[src/rtl/shared_div_pkg.sv]
// Shared definitions for the multi-client restoring divider: FSM encoding and
// default sizing.
package shared_div_pkg;

  typedef enum logic [1:0] {
    IDLE = 2'd0,
    RUN  = 2'd1,
    DONE = 2'd2
  } state_t;

  localparam int DEF_WIDTH = 26;
  localparam int DEF_N_CH  = 2;

endpackage

[src/rtl/shared_divider_rr_arbiter.sv]
// Combinational round-robin pick: the first requesting channel found after
// last_served, wrapping around, wins.
module rr_arbiter
  import shared_div_pkg::*;
#(
  parameter int N_CH = DEF_N_CH,
  parameter int IW   = $clog2(N_CH)
) (
  input  logic [N_CH-1:0] req,
  input  logic [IW-1:0]   last_served,
  output logic [IW-1:0]   grant,
  output logic            valid
);

  int          idx;
  logic [IW-1:0] idx_sel;

  // Walk offsets from farthest to nearest so the nearest requester wins.
  always_comb begin
    grant   = '0;
    valid   = 1'b0;
    idx     = 0;
    idx_sel = '0;
    for (int off = N_CH; off >= 1; off--) begin
      idx     = (int'(last_served) + off) % N_CH;
      idx_sel = IW'(idx);
      if (req[idx_sel]) begin
        grant = idx_sel;
        valid = 1'b1;
      end
    end
  end

endmodule

[src/rtl/shared_divider.sv]
// One restoring divider time-shared between N_CH clients; a request is
// granted round-robin and finishes WIDTH+1 enabled cycles later.
module shared_divider
  import shared_div_pkg::*;
#(
  parameter int WIDTH = DEF_WIDTH,
  parameter int N_CH  = DEF_N_CH
) (
  input  logic                    clock,
  input  logic                    reset,
  input  logic                    en,
  input  logic [N_CH-1:0]         req,
  input  logic [N_CH*WIDTH-1:0]   dividend,
  input  logic [N_CH*WIDTH-1:0]   divisor,
  output logic [WIDTH-1:0]        quotient,
  output logic [WIDTH-1:0]        remainder,
  output logic                    done,
  output logic [N_CH-1:0]         done_ch,
  output logic                    busy,
  output logic                    div_zero
);

  localparam int IW = $clog2(N_CH);
  localparam int CW = $clog2(WIDTH + 1);

  state_t            state_reg, state_next;
  logic [IW-1:0]     ch_reg, last_served_reg, grant;
  logic              grant_valid;
  logic [CW-1:0]     cnt_reg;
  logic [WIDTH-1:0]  dvd_reg, dvs_reg;
  logic [WIDTH:0]    rem_reg;
  logic [WIDTH-1:0]  quotient_reg, remainder_reg;
  logic              div_zero_reg;

  logic              last_step, q_bit;
  logic [WIDTH:0]    shifted, rem_step;
  logic [WIDTH-1:0]  dvd_step;

  rr_arbiter #(.N_CH(N_CH), .IW(IW)) u_arb (
    .req         (req),
    .last_served (last_served_reg),
    .grant       (grant),
    .valid       (grant_valid)
  );

  // dvd_reg shifts the dividend out at the top and collects quotient bits at
  // the bottom; after WIDTH steps it holds the quotient.
  always_comb begin
    shifted   = {rem_reg[WIDTH-1:0], dvd_reg[WIDTH-1]};
    q_bit     = (shifted >= {1'b0, dvs_reg});
    rem_step  = q_bit ? (shifted - {1'b0, dvs_reg}) : shifted;
    dvd_step  = {dvd_reg[WIDTH-2:0], q_bit};
    last_step = (cnt_reg == CW'(WIDTH - 1));
  end

  always_ff @(posedge clock or posedge reset) begin
    if (reset) state_reg <= IDLE;
    else if (en) state_reg <= state_next;
  end

  always_comb begin
    state_next = state_reg;
    case (state_reg)
      IDLE:    if (grant_valid) state_next = RUN;
      RUN:     if (last_step)   state_next = DONE;
      DONE:    state_next = IDLE;
      default: state_next = IDLE;
    endcase
  end

  always_comb begin
    busy    = (state_reg != IDLE);
    done    = (state_reg == DONE) && en;
    done_ch = '0;
    if (done) done_ch[ch_reg] = 1'b1;
  end

  // Results are captured on the final step so they are already stable
  // during the done cycle and then held until the next completion.
  always_ff @(posedge clock or posedge reset) begin
    if (reset) begin
      ch_reg          <= '0;
      last_served_reg <= IW'(N_CH - 1);
      cnt_reg         <= '0;
      dvd_reg         <= '0;
      dvs_reg         <= '0;
      rem_reg         <= '0;
      quotient_reg    <= '0;
      remainder_reg   <= '0;
      div_zero_reg    <= 1'b0;
    end else if (en) begin
      case (state_reg)
        IDLE: begin
          if (grant_valid) begin
            ch_reg  <= grant;
            dvd_reg <= dividend[grant*WIDTH +: WIDTH];
            dvs_reg <= divisor[grant*WIDTH +: WIDTH];
            rem_reg <= '0;
            cnt_reg <= '0;
          end
        end
        RUN: begin
          dvd_reg <= dvd_step;
          rem_reg <= rem_step;
          cnt_reg <= cnt_reg + 1'b1;
          if (last_step) begin
            quotient_reg  <= dvd_step;
            remainder_reg <= rem_step[WIDTH-1:0];
            div_zero_reg  <= (dvs_reg == '0);
          end
        end
        DONE: last_served_reg <= ch_reg;
        default: ;
      endcase
    end
  end

  assign quotient  = quotient_reg;
  assign remainder = remainder_reg;
  assign div_zero  = div_zero_reg;

endmodule

[config.mk]
export PLATFORM = sky130hd
export DESIGN_NAME = shared_divider
export DESIGN_NICKNAME = d
export VERILOG_FILES = /design/src/rtl/shared_div_pkg.sv /design/src/rtl/shared_divider_rr_arbiter.sv /design/src/rtl/shared_divider.sv
export SDC_FILE = /design/constraint.sdc
export NUM_CORES = 1
export LEC_CHECK = 0
export ABC_CLOCK_PERIOD_IN_PS = 8700
export CAP_MARGIN = 20
export CORE_MARGIN = 5
export CORE_UTILIZATION = 40
export CTS_BUF_LIST = sky130_fd_sc_hd__clkbuf_16
export DETAILED_ROUTE_END_ITERATION = 8
export GPL_ROUTABILITY_DRIVEN = 0
export PLACE_DENSITY = 0.67
export SLEW_MARGIN = 20
export SYNTH_ARGS = -nofsm -noshare
export SYNTH_HDL_FRONTEND = slang
export SYNTH_SLANG_ARGS = --single-unit
[constraint.sdc]
create_clock -name clock -period 8.7 [get_ports clock]
set_clock_uncertainty 0.2 [all_clocks]
set_input_delay 2.175 -clock clock [delete_from_list [all_inputs] [get_ports clock]]
set_output_delay 2.175 -clock clock [all_outputs]
set_load 0.005 [all_outputs]
==> flow_summary.yaml <==
timing:
  final-setup-viol-count: 0
  finalCriticalPeriod_ps: 6190
  slew_viol_final: 0
  slew_headroom_pct: 35.5
  holdWs_ps: 273
  rsz0062_at_grt: "false"
  finalCritPeriodShare_pct: 71.2
  tightest_slew_ps: 968
  max_freq_ghz: 0.162
  final_hold_viol_count: 0
  finalSetupTns_ps: 0
run_status:
  status: "complete, no violations"
synthesis:
  ys_ff_latch: 140
  yosysWarnings: 0
  synth.area.mux_share_pct: 8.27
  synth_edf_count: 0
  synth_compound_gate_area_share_pct: 17.9
  synthAdderAreaFrac_pct: 4.76
  syn-mean-instance-area_um2: 8.65
  synth_seq_area_share_pct: 45.1
  ys.flop_type: "dfrtp_1"
  synthArstFlopShare_pct: 100
  synth-simple-area-share_pct: 17.0
  syn_inst: 899
  netlist-cell-type-count: 60
  syn_area_mm2: 0.00777
  synth_top_family_by_area: "compound AO/OA/AOI/OAI gates"
  synth_xor_area_share_pct: 2.48
  synth_fp_nets: 1037
power:
  power_mw: 3.56
  vdd_drop_max_mv: 0.150
  powerDensity_mw_per_mm2: 347
  p_leak_nw: 4.72
clock_tree:
  tritoncts: "yes"
  path_clk_slew_ps: 70
  clock_path_buffers: 2
  cts_made_buffers: 17
  htree_num_levels: 4
  cts_resized: 0
  post_cts_buffers: 0
  cts_root_buffer: "clkbuf_16"
  clock_latency_ps: 420
  clkSinkCount: 140
  ctsHoldBuffers: 0
hold_path:
  hp-start: "quotient[24]"
  hp-class: "reg -> reg"
worst_setup_path:
  crit_required_ps: 6330
  cp-end-kind: "output port"
  arrival_ps: 3820
  path_class: "in -> out"
  startpoint: "en"
  crit_fanout: 8
  r2r_start: "dvs_reg[18]"
  start_kind: "primary input"
job:
  maxCapViolCount: 0
routing:
  vias_per_cell: 5.08
  vias: 6692
  wire_per_inst_um: 15.5
  first_pass_iters: 5
  drtAntennaViolNets: 0
  finalWirelength_um: 20400
  drc: 0
  drtIter0Drc: 520
die:
  die_x_um: 149
  coreArea_mm2: 0.0193
  io_pins: 166
  rows: 51
  die_h_um: 149
  start_util_pct: 40.3
  dieArea_mm2: 0.0223
global_routing:
  use_met3_pct: 5.81
  grt_start_max_net_pins: 81
  busiest_layer: "met2"
  antenna_found_initial: 0
  grt_pass1_wl_um: 33300
  grt_remaining_overflow: 0
  grt_usage_pct: 18.7
  use_met1_pct: 23.9
  grt_pass1_vias: 6571
  met2_usage_pct: 31.0
placement:
  port_buffers: 165
  dp_hpwl_um: 14900
finish:
  n_antenna_cell: 0
  final_nets: 1177
  syn_to_final_growth_pct: 31.9
  fillers: 1784
  layout-drive-gt1-share_pct: 5.51
cells by family after synthesis:
group           after synthesis
simple gates                317
compound gates              241
flops                       140
buf+inv                      86
mux                          64
fa+ha+maj                    29
xor+xnor                     22
Yosys cell counts (6+ instances only):
| cell | instances | area, um^2 |
|---|---|---|
| nand2_1 | 209 | 785 |
| nor4_1 | 8 | 50.1 |
| nor2_1 | 55 | 206 |
| o21ai_1 | 49 | 245 |
| a21oi_1 | 63 | 315 |
| xor2_1 | 13 | 114 |
| a21o_1 | 10 | 75.1 |
| clkbuf_1 | 39 | 146 |
| mux2i_1 | 62 | 621 |
| inv_1 | 34 | 128 |
| ha_1 | 28 | 350 |
| nand4_1 | 9 | 56.3 |
| dfrtp_1 | 139 | 3480 |
| xnor2_1 | 9 | 78.8 |
| nor3_1 | 6 | 30.0 |
| o21ai_0 | 69 | 345 |
| nand3_1 | 6 | 30.0 |
cell usage in the layout (no fill, tap or decap), types with 3 or more instances in the layout:
master           count
nor4_1               8
xor2_1              13
nor2_1              55
nor2b_1              4
o21bai_1             3
a21oi_1             63
dfrtp_1            139
a211oi_1             5
o21a_1               5
inv_1               33
clkbuf_16           17
nand2_1            207
and2_1               5
ha_1                28
clkdlybuf4s50_1    165
inv_8                3
a21o_1              10
nand3_1              6
buf_4                7
o21ai_1             49
and3_1               5
o21ai_0             69
inv_6               10
mux2i_1             62
xnor2_1              9
o31a_1               3
nor3_1               6
nand4_1              9
a21oi_2              3
o211ai_1             5
through the flow:
step	utilization (%)	setup WS, ps	area, um^2	cells
2_1_floorplan	-	2570	7770	899
3_3_place_gp	50.0	2580	9640	1284
3_5_place_dp	50.0	2540	9640	1284
4_1_cts	53.1	2520	10200	1316
5_1_grt	53.2	2370	10300	1317
6_report	53.2	2510	10300	1317
worst paths after layout:
check | slack [ps] | cells past startpoint | to
max | 2510 | 5 | done_ch[0]
min | 270 | 2 | quotient[24]
max reg2reg | 4930 | 10 | rem_reg[1]
min reg2reg | 270 | 2 | quotient[24]
max in group asynchronous | 4910 | 3 | dvs_reg[1]
min in group asynchronous | 1980 | 2 | state_reg[1]
routing by layer:
| layer | wire (um) | vias to the layer above |
|---|---|---|
| met5 | 0 | - |
| li1 | - | 3375 |
| met4 | 306 | 0 |
| met3 | 1310 | 21 |
| met1 | 9190 | 3145 |
| met2 | 9620 | 151 |
power by group:
group	total, mW	switching, mW	internal [mW]
registers	1.03	0.181	0.848
clock network	0.730	0.320	0.410
logic	1.80	1.04	0.758
total	3.56	1.54	2.02
final cells by class:
type                    instances  area, um^2  area share (%)
flip-flops and latches        140        3500            34.2
multi-input cells             673        3970            38.7
clock buffers                  17         425            4.15
repair buffers                173        1720            16.8
inverters                      34         133            1.29
clock inverters                15         166            1.62
well taps                     265         332            3.23
worst max-delay path, cell delays in order:
cell and delay, ps:
clkdlybuf4s50_1 660, nor2b_1 250, nand2_1 110, nor2_1 110
clkdlybuf4s50_1 510
No activity file was read; power rests on OpenSTA's default activity.
==> RTL edit, RTL diff (same settings) <==
Reset style: synchronous (`reset`), changed in 2 clocked blocks.
--- a/src/rtl/shared_divider.sv
+++ b/src/rtl/shared_divider.sv
@@ -54,5 +54,5 @@
   end
 
-  always_ff @(posedge clock or posedge reset) begin
+  always_ff @(posedge clock) begin
     if (reset) state_reg <= IDLE;
     else if (en) state_reg <= state_next;
@@ -78,5 +78,5 @@
   // Results are captured on the final step so they are already stable
   // during the done cycle and then held until the next completion.
-  always_ff @(posedge clock or posedge reset) begin
+  always_ff @(posedge clock) begin
     if (reset) begin
       ch_reg          <= '0;
Behaviour: differs if reset is asserted again (counterexample within 4 cycles, from zero or initial values and one cycle with reset high); with reset held inactive, the same outputs for 10 cycles.
==> RTL edit against the unedited design <==
  * First-iteration DRC count fell by 12%
  * Via count rose by 8.4%
  * Worst setup slack got worse by 0.045 ns
  * Critical path type unchanged
  * Area after synthesis fell by 1.3%
  * Sequential cell count did not move
  * Wire length rose by 11%
  * Largest cell class unchanged
  * Core utilization rose by 0.70 points
  * Critical endpoint is now done_ch[1]
  * Final area fell by 1.0%
  * Sequential share of layout area fell by 6.6 points
Power is not compared: it rests on default switching activity, and its combinational part moved more than twofold at a synthesized area within 25%.
==> RTL edit: results (changes against the unedited design) <==
| Metric | Value |
|---|---|
| Register area share after synthesis | 0.365 (-0.0856) |
| Pre-CTS setup slack | 2.47 ns (-0.0706 ns) |
| Post-route insts no fill | 1349 (+2.4%) |
| Synth Area in XOR/XNOR | 0.0194 (-0.00539) |
| DR pass1 iterations | 6 (+1) |
| Total Routing Usage GR | 0.201 (+0.0139) |
| Synth async-reset ratio | 0 (-1.00) |
| Synth Area in Adders | 0.0482 (+0.000613) |
| CTS buffer count | 17 (unchanged) |
| Actual slew at the worst max-slew pin | 1.03 ns (+0.0626 ns) |
| Post-synthesis mux area share | 0.0926 (+0.00987) |
| Vias in the first global route | 7063 (+7.5%) |
| Final HPWL DP | 16300 µm (+8.9%) |
| Worst path max stage delay | 0.71 ns (+0.05 ns) |
| Crit-path max FO | 10 (+2) |
| Critical R2R Capture | rem_reg[1] |
| RR Startpoint | dvs_reg[8] |
| Cell count after synthesis | 946 (+5.2%) |
| Dpl cell area | 9450 µm² (-1.9%) |
| Compound-gate portion of the synthesized area | 0.246 (+0.0669) |
| Total Nets Final | 1214 (+3.1%) |
| DRT iter0 DRCs | 457 (-12%) |
| Maximum vdd drop | between 0.1 and 0.15 mV |
| Reg2reg path depth | 8 (-2) |
| First-pass GRT wire length | 36100 µm (+8.3%) |
| Crit path DAT | 3.86 ns (+0.04 ns) |
| Syn nets | 1084 (+4.5%) |
| Slowest cell on the critical path | clkdlybuf4s50_1 |
| Leak Pwr | slightly below 4 nW |
| Vias | 7253 (+8.4%) |
| Hold EP | quotient[8] |
| H-tree depth | 4 (unchanged) |
| Top_reg_cell synth | dfxtp_1 |
| R2R Setup Slk | 5.46 ns (+0.53 ns) |
| Largest cells by area after synthesis | dfxtp_1 (37%), mux2i_1 (9.3%), nand2_1 (7.9%), a21oi_1 (6.5%), ha_1 (4.6%) |
| Layout cell share with drive strength beyond 1 | 0.0624 (+0.00731) |
| Largest net degree at the start of global routing | 83 (+2.5%) |
| Seq pwr | between 0.6 and 0.7 mW |
| Commonest cells post-synth | nand2_1 (161), dfxtp_1 (140), a21oi_1 (99), mux2i_1 (71), nor2_1 (56) |
| Total Routed Length | 22600 µm (+11%) |
| CTS root buf | clkbuf_16 |
| WHS | 0.251 ns (-0.0215 ns) |
| Synth cell types | 75 (+25%) |
| Final Power | around 1.8 mW |
| PortBufs | 165 (unchanged) |
| Status | finished, final reports clean |
| Hold_sp | quotient[8] |
==> RTL edit: cell count changes after synthesis, moves of 7 or more <==
| cell | before | now |
|---|---|---|
| inv_1 | 34 | 42 |
| nand2_1 | 209 | 161 |
| nand3_1 | 6 | 13 |
| mux2i_1 | 62 | 71 |
| o21ai_1 | 49 | 22 |
| a21oi_1 | 63 | 99 |
| o211ai_1 | 5 | 26 |
| a211oi_1 | 5 | 31 |
| o21ai_0 | 69 | 44 |
| dfrtp_1 | 139 | 0 |
| dfxtp_1 | 0 | 140 |
| buf_2 | 3 | 11 |
==> RTL edit: area by class of cell <==
cell class                 count  area (µm²)
clock buffer                  17         425
inverter                      42         158
clock inverter                15         244
multi-input combinational    701        4460
fill                        1773        8680
tap                          260         325
timing repair buffer         174        1730
sequential                   140        2800
==> RTL edit: cells by family (layout without fill, tap and decap cells) <==
group / count (synthesis) / in the layout
compound gates: 290 / 290
xor+xnor: 17 / 17
flops: 140 / 140
mux: 71 / 71
simple gates: 294 / 294
fa+ha+maj: 29 / 29
buf+inv: 105 / 248
==> RTL edit: worst max-delay path by stage <==
stage	start	endpoint	slack, ns	cells past startpoint
6_report	en	done_ch[1]	2.46	5
5_1_grt	en	done_ch[1]	2.35	5
4_1_cts	en	done_ch[1]	2.44	5
3_5_place_dp	en	done_ch[1]	2.47	5
3_3_place_gp	en	done_ch[1]	2.51	5
2_1_floorplan	en	done_ch[1]	3.52	4
==> RTL edit: critical path: cells and delay by family <==
kind	cells	cell delay [ns]
and+or+nand+nor	2	0.35
buffers and inverters	3	1.33
==> RTL edit: metal layers <==
metal,vias up,track usage,share of wire
met5,-,0,0
met4,0,0.0536,0.014
met3,23,0.0542,0.065
met2,186,0.330,0.47
met1,3394,0.262,0.45
li1,3650,-,-
